`src/rtl/uart_tx_buffered.sv`:
```
// Byte-wide FIFO feeding an 8N1 UART serializer.
// Frames are sent back-to-back whenever bytes are queued; uart_tx idles high.
module uart_tx_buffered #(
  parameter int CLKS_PER_BIT = 1085,
  parameter int DEPTH        = 16
) (
  input  logic                     sysclk,
  input  logic                     cpu_resetn,
  input  logic                     wr_en,
  input  logic [7:0]               wr_data,
  output logic                     full,
  output logic                     empty,
  output logic [$clog2(DEPTH):0]   count,
  output logic                     busy,
  output logic                     overflow,
  output logic                     uart_tx,
  output logic [1:0]               dbg_state
);

  localparam int              PTR_W      = $clog2(DEPTH);
  localparam logic [15:0]     L_BAUD_MAX = 16'(CLKS_PER_BIT - 1);
  localparam logic [PTR_W:0]  L_FULL     = (PTR_W + 1)'(DEPTH);

  typedef enum logic [1:0] {
    S_IDLE  = 2'd0,
    S_START = 2'd1,
    S_DATA  = 2'd2,
    S_STOP  = 2'd3
  } state_t;

  logic [7:0]       r_mem [DEPTH];
  logic [PTR_W-1:0] r_wr_ptr;
  logic [PTR_W-1:0] r_rd_ptr;
  logic [PTR_W:0]   r_count;
  logic             r_overflow;

  state_t           r_state;
  state_t           w_state_nxt;
  logic [15:0]      r_baud;
  logic [15:0]      w_baud_nxt;
  logic [2:0]       r_bit_idx;
  logic [2:0]       w_bit_idx_nxt;
  logic [7:0]       r_shift;
  logic [7:0]       w_shift_nxt;
  logic             r_tx;
  logic             w_tx_nxt;

  logic             w_push;
  logic             w_pop;
  logic             w_full;
  logic             w_empty;
  logic             w_baud_done;

  // A write is judged against the registered full flag, so a pop on the same
  // edge does not rescue a write presented while the FIFO is full.
  assign w_full      = (r_count == L_FULL);
  assign w_empty     = (r_count == '0);
  assign w_push      = wr_en && !w_full;
  assign w_baud_done = (r_baud == L_BAUD_MAX);

  always_comb begin
    w_state_nxt   = r_state;
    w_baud_nxt    = r_baud + 16'd1;
    w_bit_idx_nxt = r_bit_idx;
    w_shift_nxt   = r_shift;
    w_tx_nxt      = r_tx;
    w_pop         = 1'b0;
    case (r_state)
      S_IDLE: begin
        w_baud_nxt = '0;
        if (!w_empty) begin
          w_pop       = 1'b1;
          w_state_nxt = S_START;
          w_shift_nxt = r_mem[r_rd_ptr];
          w_tx_nxt    = 1'b0;
        end
      end
      S_START: begin
        if (w_baud_done) begin
          w_baud_nxt    = '0;
          w_bit_idx_nxt = '0;
          w_state_nxt   = S_DATA;
          w_tx_nxt      = r_shift[0];
        end
      end
      S_DATA: begin
        if (w_baud_done) begin
          w_baud_nxt = '0;
          if (r_bit_idx == 3'd7) begin
            w_state_nxt = S_STOP;
            w_tx_nxt    = 1'b1;
          end else begin
            w_bit_idx_nxt = r_bit_idx + 3'd1;
            w_shift_nxt   = {1'b0, r_shift[7:1]};
            w_tx_nxt      = r_shift[1];
          end
        end
      end
      S_STOP: begin
        if (w_baud_done) begin
          w_baud_nxt = '0;
          // Next queued byte starts on the very edge the stop bit ends.
          if (!w_empty) begin
            w_pop       = 1'b1;
            w_state_nxt = S_START;
            w_shift_nxt = r_mem[r_rd_ptr];
            w_tx_nxt    = 1'b0;
          end else begin
            w_state_nxt = S_IDLE;
            w_tx_nxt    = 1'b1;
          end
        end
      end
      default: begin
        w_state_nxt = S_IDLE;
        w_tx_nxt    = 1'b1;
      end
    endcase
  end

  always_ff @(posedge sysclk or negedge cpu_resetn) begin
    if (!cpu_resetn) begin
      r_state   <= S_IDLE;
      r_baud    <= '0;
      r_bit_idx <= '0;
      r_shift   <= '0;
      r_tx      <= 1'b1;
    end else begin
      r_state   <= w_state_nxt;
      r_baud    <= w_baud_nxt;
      r_bit_idx <= w_bit_idx_nxt;
      r_shift   <= w_shift_nxt;
      r_tx      <= w_tx_nxt;
    end
  end

  always_ff @(posedge sysclk or negedge cpu_resetn) begin
    if (!cpu_resetn) begin
      r_wr_ptr   <= '0;
      r_rd_ptr   <= '0;
      r_count    <= '0;
      r_overflow <= 1'b0;
    end else begin
      if (w_push) r_wr_ptr <= r_wr_ptr + 1'b1;
      if (w_pop)  r_rd_ptr <= r_rd_ptr + 1'b1;
      case ({w_push, w_pop})
        2'b10:   r_count <= r_count + 1'b1;
        2'b01:   r_count <= r_count - 1'b1;
        default: r_count <= r_count;
      endcase
      if (wr_en && w_full) r_overflow <= 1'b1;
    end
  end

  always_ff @(posedge sysclk) begin
    if (w_push) r_mem[r_wr_ptr] <= wr_data;
  end

  assign full      = w_full;
  assign empty     = w_empty;
  assign count     = r_count;
  assign busy      = (r_state != S_IDLE);
  assign overflow  = r_overflow;
  assign uart_tx   = r_tx;
  assign dbg_state = r_state;

endmodule

```
`config.mk`:
```
export PLATFORM = sky130hd
export DESIGN_NAME = uart_tx_buffered
export DESIGN_NICKNAME = d
export VERILOG_FILES = /design/src/rtl/uart_tx_buffered.sv
export SDC_FILE = /design/constraint.sdc
export NUM_CORES = 1
export LEC_CHECK = 0
export BUFFER_PORTS_ARGS = -buffer_cell sky130_fd_sc_hd__buf_2
export CAP_MARGIN = 20
export CORE_MARGIN = 3
export CORE_UTILIZATION = 40
export CTS_CLUSTER_SIZE = 28
export DETAILED_ROUTE_END_ITERATION = 10
export GPL_TIMING_DRIVEN = 1
export HOLD_SLACK_MARGIN = 0.1
export PLACE_DENSITY = 0.66
export SLEW_MARGIN = 20
export SYNTH_ARGS = -nofsm -noshare
export SYNTH_HDL_FRONTEND = slang
export SYNTH_SLANG_ARGS = --single-unit
export TNS_END_PERCENT = 30
```
`constraint.sdc`:
```
create_clock -name sysclk -period 2.9 [get_ports sysclk]
set_clock_uncertainty 0.15 [all_clocks]
set_input_delay 0 -clock sysclk [delete_from_list [all_inputs] [get_ports sysclk]]
set_output_delay 0 -clock sysclk [all_outputs]
set_load 0.05 [all_outputs]
```
Word-level counts from Yosys, hierarchy flattened
Memories as Yosys holds them, arrays and structs flattened.
Cells that the tools add are included.
- equal/unequal tests: 14
- reductions and logical operators: 14
- add/subtract/negate cells: 6
- multiplexer cells: 31
- operator list (cell ; number):
    two-way mux 8 bit ; 4
    case mux 16 bit (2 select lines) ; 1
    case mux 8 bit (3 select lines) ; 1
    adder 16 x 1 -> 16 bit (second input constant) ; 1
    == test 16 x 11 -> 1 bit (second input constant) ; 1
    two-way mux 16 bit ; 1
    inequality test 2 bit (second input constant) ; 6
    AND reduction 4 bit ; 3
    two-way mux 1 bit ; 11
    two-way mux 2 bit ; 5
    case mux 5 bit (2 select lines) ; 1
    two-way mux 3 bit ; 3
    adder 4 x 1 -> 4 bit (second input constant) ; 2
    case mux 2 bit (4 select lines) ; 1
    == test 2 bit (second input constant) ; 3
    case mux 3 bit (2 select lines) ; 1
    nonzero test 2 bit ; 3
    adder 5 x 1 -> 5 bit (second input constant) ; 1
    == test 5 bit (second input constant) ; 1
    zero test 5 bit ; 1
    AND reduction 5 bit ; 1
    subtractor 5 x 1 -> 5 bit (second input constant) ; 1
    == test 2 x 1 -> 1 bit (second input constant) ; 2
    case mux 1 bit (4 select lines) ; 1
    8 further kinds ; 9
- output and inout port bits: 12
- word-level logic and storage cells: 75
- memories kept: 1
- bits in registers: 44
- bits of input ports: 11
- bits in writable memories: 128
- memory list (name ; depth ; bits a word ; rd ports ; clocked after memory_dff ; wr ports ; line ; RTL):
    r_mem ; 16 ; 8 ; 1 ; 0 ; 1 ; 31 ; logic [7:0] r_mem [DEPTH];

Depth between registers and ports, before layout
- word-level depth: 6
- gate-level depth with buffers: 14
- depth with buffers taken out: 13

Worst setup path before layout
No wires, ideal clock.
- path type: register to register
- from: reg r_state[0], in the netlist dbg_state[0]
- to: reg r_count[4], in the netlist count[4]
- required time: 2.605 ns
- setup slack: -0.255 ns
- setup time: 0.145 ns
- path buffers: 1
- stages on the path, launching flop included: 13
- clock period less this slack: 3.155 ns
- arrival: 2.861 ns
- cells stage by stage: dfrtp_1 -> inv_1 -> ha_1 -> clkbuf_1 -> a21oi_4 -> nor3_4 -> ha_1 -> fa_1 -> a21o_1 -> a21oi_1 -> xor2_1 -> nor2_1 -> xor2_1
- longest elaborated chain between the ends: 4
- elaborated cells on any way between the ends: 7
- classes of those cells: 3 x eq/ne; 2 x mux; 2 x reduce/logical
- ends and longest elaborated chain (what ; line ; RTL):
    from (decl) ; 37 ; state_t r_state;
    from (signal assigned) ; 129 ; r_state <= w_state_nxt;
    == test 2 bit / zero test 2 bit (equally long branches) ; 68 ; case (r_state)
    case mux 1 bit (2 select lines) (*) ; 68 ;
    named net w_pop ; 49 ; logic w_pop;
    == test 2 x 1 -> 1 bit / == test 2 bit (equally long branches) ; 146 ; case ({w_push, w_pop})
    case mux 5 bit (2 select lines) / nonzero test 2 bit (equally long branches) ; - ;
    to (signal assigned) ; 147 ; 2'b10: r_count <= r_count + 1'b1;
    to (signal assigned) ; 148 ; 2'b01: r_count <= r_count - 1'b1;
    to (signal assigned) ; 149 ; default: r_count <= r_count;
    to (decl) ; 34 ; logic [PTR_W:0] r_count;
The timed path passes the listed nets; every way through them passes the cells marked *.
A chain may end at the register's enable or synchronous reset.

Worst setup path in the final report
- from: reg r_baud[8]
- to: reg r_count[4], in the netlist count[4]
- longest elaborated chain between the ends: 5
- elaborated cells on any way between the ends: 7
- classes of those cells: 3 x eq/ne; 3 x mux; 1 x reduce/logical
- ends and longest elaborated chain (what ; line ; RTL):
    from (decl) ; 39 ; logic [15:0] r_baud;
    from (signal assigned) ; 130 ; r_baud <= w_baud_nxt;
    == test 16 x 11 -> 1 bit (*) ; 59 ; assign w_baud_done = (r_baud == L_BAUD_MAX);
    two-way mux 1 bit (*) ; 100 ; if (w_baud_done) begin
    case mux 1 bit (2 select lines) (*) ; 68 ;
    named net w_pop ; 49 ;
    == test 2 x 1 -> 1 bit / == test 2 bit (equally long branches) ; 146 ;
    case mux 5 bit (2 select lines) / nonzero test 2 bit (equally long branches) ; - ;
Marks and branches as above.

==> key figures <==
Run status
  • Status: finished, final reports clean

Finish
  • ANT cells: 0
  • Syn-to-layout area delta: 16.8%
  • Util after Layout: 0.481
  • FF+latch area: a little under 5000 um^2
  • Commonest non-fill, non-tap cells in the layout: edfxtp_1, nor2_1, dfrtp_1
  • Multi-input gate area: between 2000 and 2500 um^2
  • Layout cells sized above 1: 0.233
  • Fin nets: ~580
  • Final instance area: approximately 8700 um^2
  • Filler cell count: 1536
  • Most common cell after layout, fill and taps aside: edfxtp_1

Synth
  • Synth Register Bits: 172
  • Mapped Avg Cell Area: around 15 um^2
  • Mapped Area: about 7500 um^2
  • Post-synthesis cell type count: 54
  • Synth Flop Type: edfxtp_1
  • Yosys Warn Count: 0
  • Syn_nets: 516
  • Synth async-reset ratio: 0.256
  • Mapped Cells: ~500
  • Post-synthesis sequential area ratio: 0.662
  • Number of synthesized flops with an enable pin: about 130

CTS
  • CTS H-Tree Depth: 4
  • Root buffer selected by CTS: clkbuf_16
  • Clk Latency, worst-skew pair: between 0.4 and 0.5 ns
  • Cts bufs inserted: 17
  • Reg clk slew, reported paths: around 0.070 ns
  • # clock sinks: 172
  • Clock buffer depth: 2
  • CTS tree: yes

Floorplanning
  • Core footprint: around 18000 um^2
  • Die height: around 140 um
  • Chip Width: about 140 um
  • DIE AREA: approximately 20000 um^2
  • Initial core utilization: 0.412
  • Boundary Pins: 23
  • Number of placement rows: 49

Detailed routing
  • WL/cell: slightly below 20 um
  • DR iter-0 viols: around 270
  • Drt first pass iters: 4
  • Vias per cell: between 5 and 6
  • WL final: approximately 15000 um
  • Drc violations: 0
  • Final ANT Viol Nets: 0
  • DR vias: 4287

Global route
  • Pin count of the biggest net entering global routing: between 40 and 50
  • Initial antenna violation count: 0
  • Total Routing Usage GR: 0.156
  • First-pass GRT wire length: 24000 um
  • GR Overflow Total: 0
  • Vias in the first global route: about 4300

Placed design
  • Final HPWL DP: between 9000 and 10000 um
  • GPL Wtd Cong: between 0.7 and 0.8
  • Post-DP Area: between 7000 and 8000 um^2
  • PortBufs: 22

Timing
  • Final period util: 0.954
  • # setup viols final: 0
  • F_max: between 300 and 400 MHz
  • Fin. Hold Viols: 0
  • Slew headroom: 0.500
  • Max-slew violations: 0
  • Worst-margin pin slew: approximately 0.75 ns
  • Crit path time final: 2.77 ns
  • WHS: approximately 0.19 ns

Critical path
  • Arrival time of the worst setup path: 2.93 ns
  • Worst Setup End Kind: flip-flop
  • Critical path peak fanout: 5
  • Worst EP required: a little over 3 ns
  • Setup Crit Path Kind: flip-flop to flip-flop
  • Worst setup SP type: flip-flop

Job
  • Max-Cap Viols: 0

Power
  • Worst vdd ir: ~0.53 mV
  • PwrDens: ~990 nW/um^2
  • P_leak: 3.29 nW

Min path
  • Worst hold path type: input pin to flip-flop
## worst paths after layout
check | from | to | slack [ns] | depth (start not counted)
worst min register to register | overflow | overflow | 0.31 | 1
worst max register to register | r_baud[8] | count[4] | 0.13 | 11
worst max-delay path | r_baud[8] | count[4] | 0.13 | 11
min in group asynchronous | cpu_resetn | r_baud[10] | 0.51 | 3
max in group asynchronous | cpu_resetn | count[2] | 1.65 | 3
worst min-delay path | wr_en | overflow | 0.19 | 3
## cells by family after synthesis
family                   after synthesis  synth area share
AO/OA/AOI/OAI                         63            0.0611
XOR/XNOR                              23            0.0270
adder cells (fa/ha/maj)               19            0.0328
buffers and inverters                 43            0.0311
flip-flops                           172             0.662
multiplexers                          58             0.113
AND/OR/NAND/NOR                      108            0.0727
## cell type report
| cell class | instances | area share |
|---|---|---|
| tap | 229 | 0.0328 |
| inverter | 17 | 0.00731 |
| timing repair buffer | 67 | 0.0576 |
| sequential | 172 | 0.567 |
| clock inverter | 15 | 0.0175 |
| multi-input combinational | 271 | 0.269 |
| clock buffer | 17 | 0.0487 |
## synthesized netlist by cell type (all sizes together) (4+ instances only)
cell      n  area [um^2]
and2      4         27.5
a31oi     7         43.8
mux2     11          124
a21oi     9         56.3
dfrtp    43         1080
edfxtp  128         3840
buf      16          131
ha       18          225
nand4     5         31.3
mux2i    29          290
nand2    21         78.8
nor4      4         31.3
a22oi     7         52.6
nand3     6         30.0
o211ai    7         52.6
a21o      5         37.5
o21ai    13         65.1
inv      17         63.8
xnor2    12          105
clkbuf   10         37.5
nor3     12         71.3
xor2     11         96.3
mux4     18          432
a221oi    8         70.1
nor2     39          146
## where the power goes
part	internal (mW)	total [mW]	switching, mW
Clock	1.22	2.22	1.00
Sequential	3.06	3.44	0.381
Combinational	1.33	3.02	1.70
Total	5.61	8.68	3.08
## state kept, by name, summed over array words and instances, names as in the netlist
name and cells:
r_rd_ptr 4, r_baud 16, r_bit_idx 3, count 5, r_mem 128, dbg_state 2
overflow 1, r_shift 8, uart_tx 1, r_wr_ptr 4
## layer usage
metal	part of all wire	GRT usage
met2	0.49	0.242
met5	0	0
met1	0.47	0.227
met3	0.036	0.0402
met4	0.0092	0.0310
## stage by stage
stage	instances	worst slack (ns)	total power, mW	setup TNS [ns]
floorplan	486	0.0229	5.65	0
global placement	744	0.0449	6.36	0
detailed placement	744	-0.000300	6.47	-0.000300
CTS	786	0.00825	8.71	0
global route	788	-0.0179	9.18	-0.0179
finish	788	0.132	8.68	0
## worst max-delay path, cell delays in order (launching register included)
cell and delay [ns]:
dfrtp_1 0.43, nor4_4 0.32, and4_4 0.29, a21oi_4 0.08, nor3_4 0.18, ha_4 0.20
ha_1 0.28, a21o_1 0.18, a21oi_1 0.17, xor2_1 0.16, nor2_1 0.06, xor2_1 0.14
## what timing repair did
item / 4_1_cts / 5_1_grt
setup endpoints to repair: 1 / 2
hold buffers: 10 / 1
hold endpoints to repair: 176 / 43
pin swaps: 1 / 1
buffers inserted: 0 / 1
resized for setup: 3 / 6
Note: power is estimated with default switching activity, not from simulation.
